<file path="src/rtl/rvj1_defines.sv">
// Shared constants, types and helpers for the rvj1 core front end.
package rvj1_defines;

    localparam int unsigned XLEN = 32;
    localparam logic [XLEN-1:0] NOP_INSTR = 32'h0000_0013;
    localparam logic [XLEN-1:0] DEFAULT_BOOT_ADDR = 32'h8000_0000;

    // One instruction buffer entry: fetched word plus the PC it came from.
    typedef struct packed {
        logic [XLEN-1:0] instr;
        logic [XLEN-1:0] pc;
    } ibuf_entry_t;

    // Clear the byte-offset bits so the address points at a whole word.
    function automatic logic [XLEN-1:0] word_align(input logic [XLEN-1:0] addr);
        return addr & {{(XLEN - 2){1'b1}}, 2'b00};
    endfunction

endpackage

</file>
<file path="src/rtl/rvj1_fifo.sv">
// Parametric synchronous FIFO with flush and occupancy count.
// DEPTH must be a power of two so the pointers wrap naturally.
module rvj1_fifo #(
    parameter int unsigned WIDTH = 32,
    parameter int unsigned DEPTH = 2
) (
    input  logic                     clk_i,
    input  logic                     rst_i,
    input  logic                     flush_i,
    input  logic                     push_i,
    input  logic [WIDTH-1:0]         din_i,
    input  logic                     pop_i,
    output logic [WIDTH-1:0]         dout_o,
    output logic                     full_o,
    output logic                     empty_o,
    output logic [$clog2(DEPTH):0]   count_o
);

    localparam int unsigned AW = $clog2(DEPTH);
    localparam int unsigned CW = AW + 1;

    logic [WIDTH-1:0] mem_r [DEPTH];
    logic [AW-1:0]    wr_ptr_r;
    logic [AW-1:0]    rd_ptr_r;
    logic [CW-1:0]    count_r;
    logic             do_push_s;
    logic             do_pop_s;

    // Accepted push/pop; a full buffer takes a push only when the head leaves the same cycle.
    always_comb begin
        do_pop_s  = pop_i & (count_r != {CW{1'b0}});
        do_push_s = push_i & ((count_r != CW'(DEPTH)) | do_pop_s);
    end

    // Storage write; contents need no reset because occupancy is tracked by the count.
    always_ff @(posedge clk_i) begin
        if (do_push_s) begin
            mem_r[wr_ptr_r] <= din_i;
        end
    end

    // Pointer and occupancy bookkeeping; reset and flush both empty the buffer.
    always_ff @(posedge clk_i) begin
        if (rst_i || flush_i) begin
            wr_ptr_r <= {AW{1'b0}};
            rd_ptr_r <= {AW{1'b0}};
            count_r  <= {CW{1'b0}};
        end else begin
            if (do_push_s) begin
                wr_ptr_r <= wr_ptr_r + AW'(1);
            end
            if (do_pop_s) begin
                rd_ptr_r <= rd_ptr_r + AW'(1);
            end
            case ({do_push_s, do_pop_s})
                2'b10:   count_r <= count_r + CW'(1);
                2'b01:   count_r <= count_r - CW'(1);
                default: count_r <= count_r;
            endcase
        end
    end

    assign dout_o  = mem_r[rd_ptr_r];
    assign full_o  = (count_r == CW'(DEPTH));
    assign empty_o = (count_r == {CW{1'b0}});
    assign count_o = count_r;

endmodule

</file>
<file path="src/rtl/rvj1_ifu.sv">
// Instruction fetch unit: sequential fetch, credit-limited requests,
// buffered delivery to the decoder and redirect handling.
module rvj1_ifu
    import rvj1_defines::*;
#(
    parameter logic [XLEN-1:0] BOOT_ADDR  = DEFAULT_BOOT_ADDR,
    parameter int unsigned     FIFO_DEPTH = 2
) (
    input  logic            clk_i,
    input  logic            rst_i,
    output logic            mem_req_o,
    output logic [XLEN-1:0] mem_addr_o,
    input  logic            mem_gnt_i,
    input  logic            mem_rvalid_i,
    input  logic [XLEN-1:0] mem_rdata_i,
    input  logic            jmp_instr_i,
    input  logic [XLEN-1:0] jmp_addr_i,
    output logic [XLEN-1:0] ifu_instr_o,
    output logic [XLEN-1:0] ifu_pc_o,
    output logic            ifu_valid_o,
    input  logic            ifu_ready_i
);

    localparam int unsigned CW = $clog2(FIFO_DEPTH) + 1;

    logic [XLEN-1:0] pc_r;
    logic [CW-1:0]   outst_r;
    logic [CW-1:0]   discard_r;
    logic [CW-1:0]   outst_next_s;

    logic gnt_s;
    logic rsp_s;
    logic drop_s;
    logic push_s;
    logic pop_s;

    ibuf_entry_t     ibuf_din_s;
    ibuf_entry_t     ibuf_dout_s;
    logic            ibuf_full_s;
    logic            ibuf_empty_s;
    logic [CW-1:0]   ibuf_count_s;
    logic [XLEN-1:0] pcq_head_s;
    logic            pcq_full_s;
    logic            pcq_empty_s;
    logic [CW-1:0]   pcq_count_s;
    logic [CW:0]     credit_used_s;
    logic [CW:0]     credit_limit_s;
    logic            unused_s;

    // Responses with nothing in flight are leftovers from before a reset and are ignored.
    assign gnt_s  = mem_req_o & mem_gnt_i;
    assign rsp_s  = mem_rvalid_i & (outst_r != {CW{1'b0}});
    assign drop_s = rsp_s & (jmp_instr_i | (discard_r != {CW{1'b0}}));
    assign push_s = rsp_s & ~drop_s;
    assign pop_s  = ifu_valid_o & ifu_ready_i;

    // A slot freed by this cycle's pop counts as credit so a 1-cycle memory streams
    // at one word per cycle; buffered plus in-flight words never exceed FIFO_DEPTH.
    assign credit_used_s  = {1'b0, ibuf_count_s} + {1'b0, outst_r};
    assign credit_limit_s = (CW + 1)'(FIFO_DEPTH) + {{CW{1'b0}}, pop_s};
    assign mem_req_o      = ~rst_i & ~jmp_instr_i & (credit_used_s < credit_limit_s);
    assign mem_addr_o     = pc_r;

    // Next in-flight count: grants add, accepted responses retire.
    always_comb begin
        case ({gnt_s, rsp_s})
            2'b10:   outst_next_s = outst_r + CW'(1);
            2'b01:   outst_next_s = outst_r - CW'(1);
            default: outst_next_s = outst_r;
        endcase
    end

    // Fetch PC, in-flight counter and stale-response counter.
    always_ff @(posedge clk_i) begin
        if (rst_i) begin
            pc_r      <= BOOT_ADDR;
            outst_r   <= {CW{1'b0}};
            discard_r <= {CW{1'b0}};
        end else begin
            outst_r <= outst_next_s;
            if (jmp_instr_i) begin
                pc_r <= word_align(jmp_addr_i);
                // Every response still owed after this edge belongs to the old
                // stream; earlier pending discards are already part of that count.
                discard_r <= outst_next_s;
            end else begin
                if (gnt_s) begin
                    pc_r <= pc_r + XLEN'(4);
                end
                if (rsp_s && (discard_r != {CW{1'b0}})) begin
                    discard_r <= discard_r - CW'(1);
                end
            end
        end
    end

    assign ibuf_din_s.instr = mem_rdata_i;
    assign ibuf_din_s.pc    = pcq_head_s;

    rvj1_fifo #(
        .WIDTH ($bits(ibuf_entry_t)),
        .DEPTH (FIFO_DEPTH)
    ) u_ibuf (
        .clk_i   (clk_i),
        .rst_i   (rst_i),
        .flush_i (jmp_instr_i),
        .push_i  (push_s),
        .din_i   (ibuf_din_s),
        .pop_i   (pop_s),
        .dout_o  (ibuf_dout_s),
        .full_o  (ibuf_full_s),
        .empty_o (ibuf_empty_s),
        .count_o (ibuf_count_s)
    );

    // PC queue stays aligned with outstanding requests, so it is never flushed by a jump.
    rvj1_fifo #(
        .WIDTH (XLEN),
        .DEPTH (FIFO_DEPTH)
    ) u_pcq (
        .clk_i   (clk_i),
        .rst_i   (rst_i),
        .flush_i (1'b0),
        .push_i  (gnt_s),
        .din_i   (pc_r),
        .pop_i   (rsp_s),
        .dout_o  (pcq_head_s),
        .full_o  (pcq_full_s),
        .empty_o (pcq_empty_s),
        .count_o (pcq_count_s)
    );

    assign ifu_valid_o = ~ibuf_empty_s & ~jmp_instr_i;
    assign ifu_instr_o = ibuf_empty_s ? NOP_INSTR : ibuf_dout_s.instr;
    assign ifu_pc_o    = ibuf_empty_s ? {XLEN{1'b0}} : ibuf_dout_s.pc;

    assign unused_s = &{1'b0, ibuf_full_s, pcq_full_s, pcq_empty_s, pcq_count_s};

endmodule

</file>
<file path="config.mk">
export PLATFORM = sky130hd
export DESIGN_NAME = rvj1_ifu
export DESIGN_NICKNAME = d
export VERILOG_FILES = /design/src/rtl/rvj1_defines.sv /design/src/rtl/rvj1_fifo.sv /design/src/rtl/rvj1_ifu.sv
export SDC_FILE = /design/constraint.sdc
export NUM_CORES = 1
export LEC_CHECK = 0
export ABC_AREA = 1
export BUFFER_PORTS_ARGS = -buffer_cell sky130_fd_sc_hd__buf_2
export CORE_MARGIN = 1
export CORE_UTILIZATION = 51
export DETAILED_ROUTE_END_ITERATION = 8
export GPL_TIMING_DRIVEN = 0
export PLACE_DENSITY = 0.76
export SYNTH_ARGS = -nofsm -noshare
export SYNTH_HDL_FRONTEND = slang
export SYNTH_SLANG_ARGS = --single-unit
</file>
<file path="constraint.sdc">
create_clock -name clk_i -period 4.2 [get_ports clk_i]
set_input_delay 0.42 -clock clk_i [delete_from_list [all_inputs] [get_ports clk_i]]
set_output_delay 0.42 -clock clk_i [all_outputs]
set_load 0.03 [all_outputs]
</file>
==> key figures, run 1 <==
STA
  • # setup viols final: 0
  • Worst hold slack: about 0.10 ns
  • Final Skew: ~0.014 ns
  • Period minus WS final: 2.81 ns
  • Slew HR: approximately two fifths
  • Max Freq: between 0.3 and 0.4 GHz
  • Final hold viol count: 0
  • Slew @ Worst Pin: between 0.9 and 1 ns
  • Unrepaired setup endpoints after global routing: false
  • Setup TNS: 0 ns
  • Fin. max-slew vios: 0
  • Final critical-path share of the clock period: between 60% and 70%

Placement
  • Placed Area: about 11,000 sq um
  • PortBufs: 160
  • Placer Congestion: slightly below 1
  • DPL Wire Length: 15,200 um

Power and ir drop
  • Logic pwr share: between 8 and 9%
  • Internal power: about 3.8 mW
  • Maximum vdd drop: approximately 330 uV
  • Net Sw Power: between 1 and 1.5 mW
  • Pwr dens: around 420 nW/um^2
  • Clock Power Share: between 30% and 40%
  • P_leak: 4.54 nW
  • Sequential fraction of design power: a little over half
  • Final Power: roughly 5 mW
  • Switching part of the total: a little under a quarter

Critical path
  • Slowest-stage cell, CP: nor2_4
  • R2R Setup Slk: about 1.4 ns
  • Setup Crit Path Kind: reg -> reg
  • Critical path arrival: about 2.9 ns
  • Setup crit start kind: flop
  • Critical path peak fanout: 30
  • Max incr delay on CP: roughly 0.73 ns
  • FF-to-FF path depth: 7
  • Critical R2R Capture: u_pcq.mem_r[1][4]$_DFFE_PP_
  • CP Capture Type: flop
  • Worst R2R Start: outst_r[0]$_SDFF_PP0_
  • CP Data Required Time: roughly 4.3 ns
  • Cell Chain, Critical Path: ha_1, fa_1, nand2_2, nand3_4, inv_2, nand2_1, nor2_4

Status
  • Run status: finished, final reports clean

Layout
  • Most common cell after layout, fill and taps aside: nand2_1
  • Fin util: between 60% and 70%
  • Commonest non-fill, non-tap cells in the layout: nand2_1, edfxtp_1, buf_2, a21oi_1, nor2_1
  • Net count reported at finish: 1,169
  • Share of layout cells above drive strength 1: 25.9%
  • # diodes: 0
  • P&R area growth vs syn: 19.9%
  • Finished Cell Area: about 12,000 sq um

Route
  • Average wire per standard cell: between 15 and 20 um
  • Via density per instance: just over 5
  • Final wirelength: 21,800 um
  • DRC Markers: 0
  • DR vias: around 7,000
  • Post-route ant nets: 0
  • First-pass iteration count of the detailed router: 5
  • Number of DRC markers in iteration 0: 485

Hold path
  • WHS Endpoint: u_ibuf.mem_r[1][62]$_DFFE_PP_
  • Hold-critical path depth: 1
  • HP Start: mem_rdata_i[30]
  • Hold crit path type: in -> reg

Job
  • Max Cap Viol: 0

Global routing
  • Initial antenna violation count: 0
  • Number of global-route vias before repair: 6,541
  • Met1 Use GR: around 29%
  • GRT met3 Usage: roughly 3.3%
  • GR peak layer: met2
  • First-pass GRT wire length: 33,600 um
  • Grt ovf: 0
  • Largest net degree at the start of global routing: 31
  • GRT Total Usage: 22.0%
  • GR Util met2: a little under two fifths

Die
  • Core area: approximately 19,000 sq um
  • IO Pins: about 170
  • DIE HEIGHT: 140 um
  • Die boundary width: approximately 140 um
  • Row cnt: 50
  • Die ar.: approximately 20,000 sq um
  • Initial core utilization: 52.1%

Synthesis
  • Average size of a mapped cell: roughly 11 sq um
  • Syn. warnings: 0
  • Yosys cell types: 38
  • Mapped cell area: between 9000 and 10,000 sq um
  • #FFs+latches synth: between 200 and 250
  • Sequential cell area fraction in the yosys report: 65.6%
  • Post-synthesis cell count: 900

CTS
  • CTS root buf: clkbuf_16
  • Post-CTS Hold Fix Bufs: 0
  • CTS tree: yes
  • CTS Buf Count: 24
  • Clk sinks: 228
  • Reg clk slew, reported paths: 0.06 ns
  • Setup repair bufs after CTS: 0
  • Clock Tree Buf Depth: 3
  • Cts repair resizes: 0
  • Worst-skew pair later-pin latency: 0.50 ns
  • H-tree depth: 1
==> sequential cells by signal, summed over array words and instances, names as in the netlist, 2 cells and up, named ones only <==
| name | count |
|---|---|
| u_pcq.count_o | 2 |
| u_pcq.mem_r | 60 |
| u_ibuf.mem_r | 124 |
| outst_r | 2 |
| discard_r | 2 |
| u_ibuf.count_o | 2 |
| mem_addr_o | 30 |
==> cell usage after synthesis, drive strengths merged <==
| library cell | n | area share, % |
|---|---|---|
| nand2 | 275 | 11 |
| edfxtp | 184 | 57 |
| a21oi | 101 | 5.5 |
| nor2 | 84 | 3.9 |
| inv | 45 | 1.8 |
| dfxtp | 44 | 9.0 |
| nand3 | 36 | 2.1 |
| mux2 | 30 | 3.5 |
| clkbuf | 25 | 0.96 |
| o21ai | 25 | 1.3 |
| buf | 13 | 1.0 |
| xor2 | 11 | 0.99 |
| ha | 5 | 0.64 |
| nand4 | 5 | 0.38 |
| xnor2 | 5 | 0.45 |
| o21bai | 3 | 0.23 |
| a21boi | 2 | 0.15 |
| or2 | 2 | 0.13 |
| clkinv | 1 | 0.038 |
| conb | 1 | 0.038 |
| fa | 1 | 0.20 |
| nand3b | 1 | 0.077 |
| o211a | 1 | 0.10 |
==> routing by layer <==
metal / vias up / share of wire [%]
met5: - / 0
met4: 0 / 1.7
met3: 31 / 6.5
met2: 260 / 49
met1: 3208 / 43
li1: 3446 / -
==> metrics by stage <==
stage / setup WS (ns) / instances
2_1_floorplan: 0.166 / 903
3_3_place_gp: -1.63 / 1297
3_5_place_dp: 1.41 / 1301
4_1_cts: 1.39 / 1343
5_1_grt: 1.25 / 1343
6_report: 1.39 / 1343
==> power by group through the flow <==
stage | sequential, mW | clock [mW] | combinational [mW]
3_3_place_gp | 2.64 | 0 | 0.376
5_1_grt | 2.60 | 2.09 | 0.437
6_report | 2.60 | 1.94 | 0.401
3_5_place_dp | 2.64 | 0 | 0.397
4_1_cts | 2.59 | 1.98 | 0.401
2_1_floorplan | 2.66 | 0 | 0.227
==> cell families (layout without fill, tap and decap cells) <==
kind of cell | count (synthesis) | in the layout | share of synthesized area, %
multiplexers | 30 | 30 | 3.46
flip-flops | 228 | 228 | 65.6
AND/OR/NAND/NOR | 403 | 403 | 17.6
AO/OA/AOI/OAI | 132 | 132 | 7.29
buffers and inverters | 84 | 290 | 3.78
XOR/XNOR | 16 | 16 | 1.43
other | 1 | 4 | 0.0384
adder cells (fa/ha/maj) | 6 | 6 | 0.845
==> critical path: cells and delay by family, from the launching register on <==
kind / cells / cell delay [ns]
simple gates: 4 / 1.13
fa+ha+maj: 2 / 0.66
flops: 1 / 0.45
buf+inv: 1 / 0.18
==> worst max-delay path by stage <==
stage	start	to	slack [ns]	cells past startpoint
floorplan	jmp_instr_i	u_ibuf.mem_r[0][10]$_DFFE_PP_	0.17	5
global placement	jmp_instr_i	u_ibuf.mem_r[0][7]$_DFFE_PP_	-1.63	6
detailed placement	outst_r[0]$_SDFF_PP0_	u_pcq.mem_r[1][4]$_DFFE_PP_	1.41	7
CTS	outst_r[0]$_SDFF_PP0_	u_pcq.mem_r[0][20]$_DFFE_PP_	1.39	7
global route	outst_r[0]$_SDFF_PP0_	u_pcq.mem_r[1][18]$_DFFE_PP_	1.25	7
finish	outst_r[0]$_SDFF_PP0_	u_pcq.mem_r[1][4]$_DFFE_PP_	1.39	7
==> area by class of cell <==
cell class	count	area [sq um]
Timing Repair Buffer	164	881
Buffer	38	194
Tap cell	234	293
Clock buffer	29	641
Multi-Input combinational cell	591	3040
Sequential cell	228	6410
Inverter	46	175
Fill cell	1500	7050
Clock inverter	13	91.3
Power figures use the tool's default switching activity.
==> inputs of run 2 (changes only) <==
--- a/config.mk
+++ b/config.mk
@@ -5,13 +5,13 @@
 export SDC_FILE = /design/constraint.sdc
 export NUM_CORES = 1
 export LEC_CHECK = 0
-export ABC_AREA = 1
+export ABC_AREA = 0
 export BUFFER_PORTS_ARGS = -buffer_cell sky130_fd_sc_hd__buf_2
 export CORE_MARGIN = 1
-export CORE_UTILIZATION = 51
+export CORE_UTILIZATION = 54
 export DETAILED_ROUTE_END_ITERATION = 8
 export GPL_TIMING_DRIVEN = 0
-export PLACE_DENSITY = 0.76
+export PLACE_DENSITY = 0.78
 export SYNTH_ARGS = -nofsm -noshare
 export SYNTH_HDL_FRONTEND = slang
 export SYNTH_SLANG_ARGS = --single-unit
==> constraint.sdc (replaced) <==
create_clock -name clk_i -period 2.7 [get_ports clk_i]
set_input_delay 0.27 -clock clk_i [delete_from_list [all_inputs] [get_ports clk_i]]
set_output_delay 0.27 -clock clk_i [all_outputs]
set_load 0.03 [all_outputs]
==> run 2 against run 1 <==
Against the previous run: fmax grew 3.2%; critical endpoint is now u_pcq.mem_r[0][17]$_DFFE_PP_; critical path depth grew 2; sequential share of layout area decreased by 0.44 points; final area is 0.90% higher; wire length down 1.1%; via count is 11% lower; non-clock buffer count grew 47; hold slack got worse by 0.073 ns; clock power grew 62%; the run now ends with negative setup slack left.
==> key figures, run 2 <==
Status
  • Run status: finished with violations
  • Failing checks: negative setup slack

STA
  • Final hold viol count: 0 (unchanged)
  • # setup viols final: 23 (+23)
  • Fin. max-slew vios: 0 (unchanged)
  • Final Skew: 0.0145 ns (+0.000847 ns)
  • Unrepaired setup endpoints after global routing: true
  • PnR worst setup slack: -0.0211 ns (-1.41 ns)
  • Period minus WS final: 2.72 ns (-0.0863 ns)
  • Slew @ Worst Pin: 0.894 ns (-0.00697 ns)
  • Setup TNS: -0.169 ns (-0.169 ns)
  • Slew HR: 40.4% (+0.61 points)
  • Max Freq: 0.367 GHz (+3.2%)
  • Final critical-path share of the clock period: 101% (+34 points)

Global routing
  • First-pass GRT wire length: 32,800 um (-2.4%)
  • Grt ovf: 0 (unchanged)
  • Initial antenna violation count: 0 (unchanged)
  • Largest net degree at the start of global routing: 63 (+100%)
  • Number of global-route vias before repair: 6,201 (-5.2%)
  • GRT Total Usage: 24.0% (+2.0 points)

Die
  • Row cnt: 47 (-6.0%)
  • Core area: 16,800 sq um (-11%)
  • DIE HEIGHT: 134 um (-4.9%)
  • IO Pins: 168 (unchanged)
  • Initial core utilization: 55.8% (+3.7 points)
  • Die boundary width: 134 um (-4.9%)
  • Die ar.: 17,800 sq um (-9.5%)

Placement
  • DPL Wire Length: 13,800 um (-9.6%)
  • Pre-CTS setup slack: -0.679 ns (-2.09 ns)
  • Placed Area: 10,500 sq um (-4.2%)
  • Placed Cells: 1,042 (-20%)
  • PortBufs: 161 (+0.63%)
  • Placer Congestion: 0.866 (-11%)

Power and ir drop
  • Pwr dens: 669 nW/um^2 (+59%)
  • P_leak: 4.21 nW (-7.2%)
  • Final Power: 7.90 mW (+60%)
  • Maximum vdd drop: 407 uV (+22%)

CTS
  • Reg clk slew, reported paths: 0.06 ns (about the same)
  • Clk sinks: 228 (unchanged)
  • Clock Tree Buf Depth: 3 (unchanged)
  • CTS tree: yes
  • H-tree depth: 1 (unchanged)
  • CTS Buf Count: 22 (-8.3%)
  • CTS root buf: clkbuf_16
  • Worst-skew pair later-pin latency: 0.50 ns (about the same)

Synthesis
  • Most used flip-flop cell after synthesis: edfxtp_1
  • Fraction of registers with async set or reset after synthesis: 0% (unchanged)
  • Yosys cell types: 50 (+32%)
  • Area share of the largest cell type after synthesis: 59.1% (+2.6 points)
  • Most common cell in the netlist: edfxtp_1
  • Average size of a mapped cell: 14.2 sq um (+31%)
  • Mux cell area share after synthesis: 10.4% (+6.9 points)
  • #FFs+latches synth: 228 (unchanged)
  • Synth Area in Simple Gates: 10.7% (-6.9 points)
  • EDFF count, synth: 184 (unchanged)
  • Post-synthesis cell count: 656 (-27%)
  • Yosys top cell by area: edfxtp_1
  • Syn. warnings: 0 (unchanged)
  • Xor/xnor share of the synthesized area: 3.09% (+1.7 points)
  • Synth top area cells: edfxtp_1, dfxtp_1, mux2i_1
  • Mapped cell area: 9350 sq um (-4.3%)
  • Most frequent cells after synthesis: edfxtp_1, nor2_1, mux2i_1
  • Synth Area in Adders: 0.884% (+0.038 points)
  • Main combinational cell family by area after synthesis: simple AND/OR/NAND/NOR gates
  • Sequential cell area fraction in the yosys report: 68.6% (+3.0 points)
  • Compound-cell area share of the yosys netlist: 4.24% (-3.0 points)

Route
  • Via density per instance: 5.48 (+5.9%)
  • DRC Markers: 0 (unchanged)
  • Post-Route M1 WL: 8460 um (-9.0%)
  • DR vias: 6,207 (-11%)
  • Number of DRC markers in iteration 0: 542 (+12%)
  • First-pass iteration count of the detailed router: 5 (unchanged)
  • Final wirelength: 21,500 um (-1.1%)
  • Post-route ant nets: 0 (unchanged)
  • Wire length on met2: 10,600 um (-0.79%)
  • Average wire per standard cell: 19.0 um (+17%)
  • Max layer used: met4
  • WL met3: 1770 um (+24%)

Layout
  • Most common cell after layout, fill and taps aside: edfxtp_1
  • Commonest non-fill, non-tap cells in the layout: edfxtp_1, buf_2, nor2_1, mux2i_1, dfxtp_1
  • Largest Register: u_ibuf.mem_r
  • Share of layout cells above drive strength 1: 32.2% (+6.3 points)
  • Finished Cell Area: 11,800 sq um (+0.90%)
  • Max reg flops: 124 (unchanged)
  • Layout Cells excl Fill: 1,133 (-16%)
  • # diodes: 0 (unchanged)
  • Net count reported at finish: 973 (-17%)
  • P&R area growth vs syn: 26.5%

Critical path
  • CP Capture Type: flop
  • Setup crit start kind: flop
  • Critical path peak fanout: 9 (-70%)
  • Cell Chain, Critical Path: ha_2, fa_2, nor3b_2, a31o_2, buf_6, buf_4, nand3_2, nor2_4, buf_4
  • R2R Setup Slk: -0.02 ns (-1.41 ns)
  • Max incr delay on CP: 0.45 ns (-0.28 ns)
  • Critical path arrival: 2.92 ns (about the same)
  • Most common cell on crit path: buf_4
  • Slowest-stage cell, CP: fa_2
  • Setup Crit Path Kind: reg -> reg
  • CP Data Required Time: 2.90 ns (-1.43 ns)

Job
  • Max Cap Viol: 0 (unchanged)

Hold path
  • Hold crit path type: in -> reg
[run 2: changes by cell type after synthesis, sizes merged, moves of 26 or more]
cell    previous run  this run
inv               45         9
mux2i              0        63
a21oi            101         6
nand2            275        14
nand3             36        10
a211oi             0        26
[run 2: cell type report]
class	count	area, sq um
sequential	228	6410
multi-input combinational	387	2840
inverter	9	33.8
tap	220	275
timing repair buffer	211	1330
buffer	38	179
fill	1152	4940
clock buffer	30	632
clock inverter	10	120
[run 2: repair_timing]
item | in CTS | in global routing
endpoints found under the setup margin | 124 | 88
cloned | 2 | 1
gates resized for setup | 20 | 2
buffers inserted | 12 | 4
endpoints found under the hold margin | 64 | 0
pin swaps | 6 | 3
hold buffers | 32 | 0
[run 2: kinds of logic (layout without fill, tap and decap cells)]
kind of cell               count (synthesis)  count (layout)
AOI/OAI and AO/OA                         55              55
muxes                                     93              93
other                                      1               4
xor gates and xnor gates                  33              33
and+or+nand+nor                          193             196
adders and majority gates                  6               6
buffers and inverters                     47             298
DFF                                      228             228
[run 2: per-stage QoR]
stage / hold slack, ns / utilization, %
after floorplan: 0.351 / -
after global placement: 0.459 / 62.4
after detailed placement: 0.462 / 62.8
after CTS: 0.00624 / 70.2
after global routing: 0.0265 / 70.5
final: 0.0319 / 70.5
[run 2: final timing paths]
check                                                  from                      endpoint  cells after the start
worst max-delay path                  outst_r[0]$_SDFF_PP0_  u_pcq.mem_r[0][17]$_DFFE_PP_                      9
worst min-delay path                                  rst_i         outst_r[1]$_SDFF_PP0_                      2
worst max register to register        outst_r[0]$_SDFF_PP0_  u_pcq.mem_r[0][17]$_DFFE_PP_                      9
worst min register to register  u_pcq.rd_ptr_r$_SDFFE_PP0P_                          flop                      2
[run 2: report_power, final]
| part | switching, mW | internal, mW |
|---|---|---|
| Sequential | 0.106 | 3.93 |
| Clock | 1.23 | 1.92 |
| Combinational | 0.442 | 0.280 |
[run 2: routing by layer]
metal  track usage (%)  up-vias
met4              8.90        0
li1                  -     2909
met5                 0        -
met2              41.3      317
met3              3.92       46
met1              30.6     2935
[run 2: worst max-delay path, delay by kind of cell, from the launching register on]
family,cells,cell delay [ns]
buffers and inverters,3,0.49
AOI/OAI and AO/OA,1,0.19
and+or+nand+nor,3,0.73
adders and majority gates,2,0.64
DFF,1,0.38
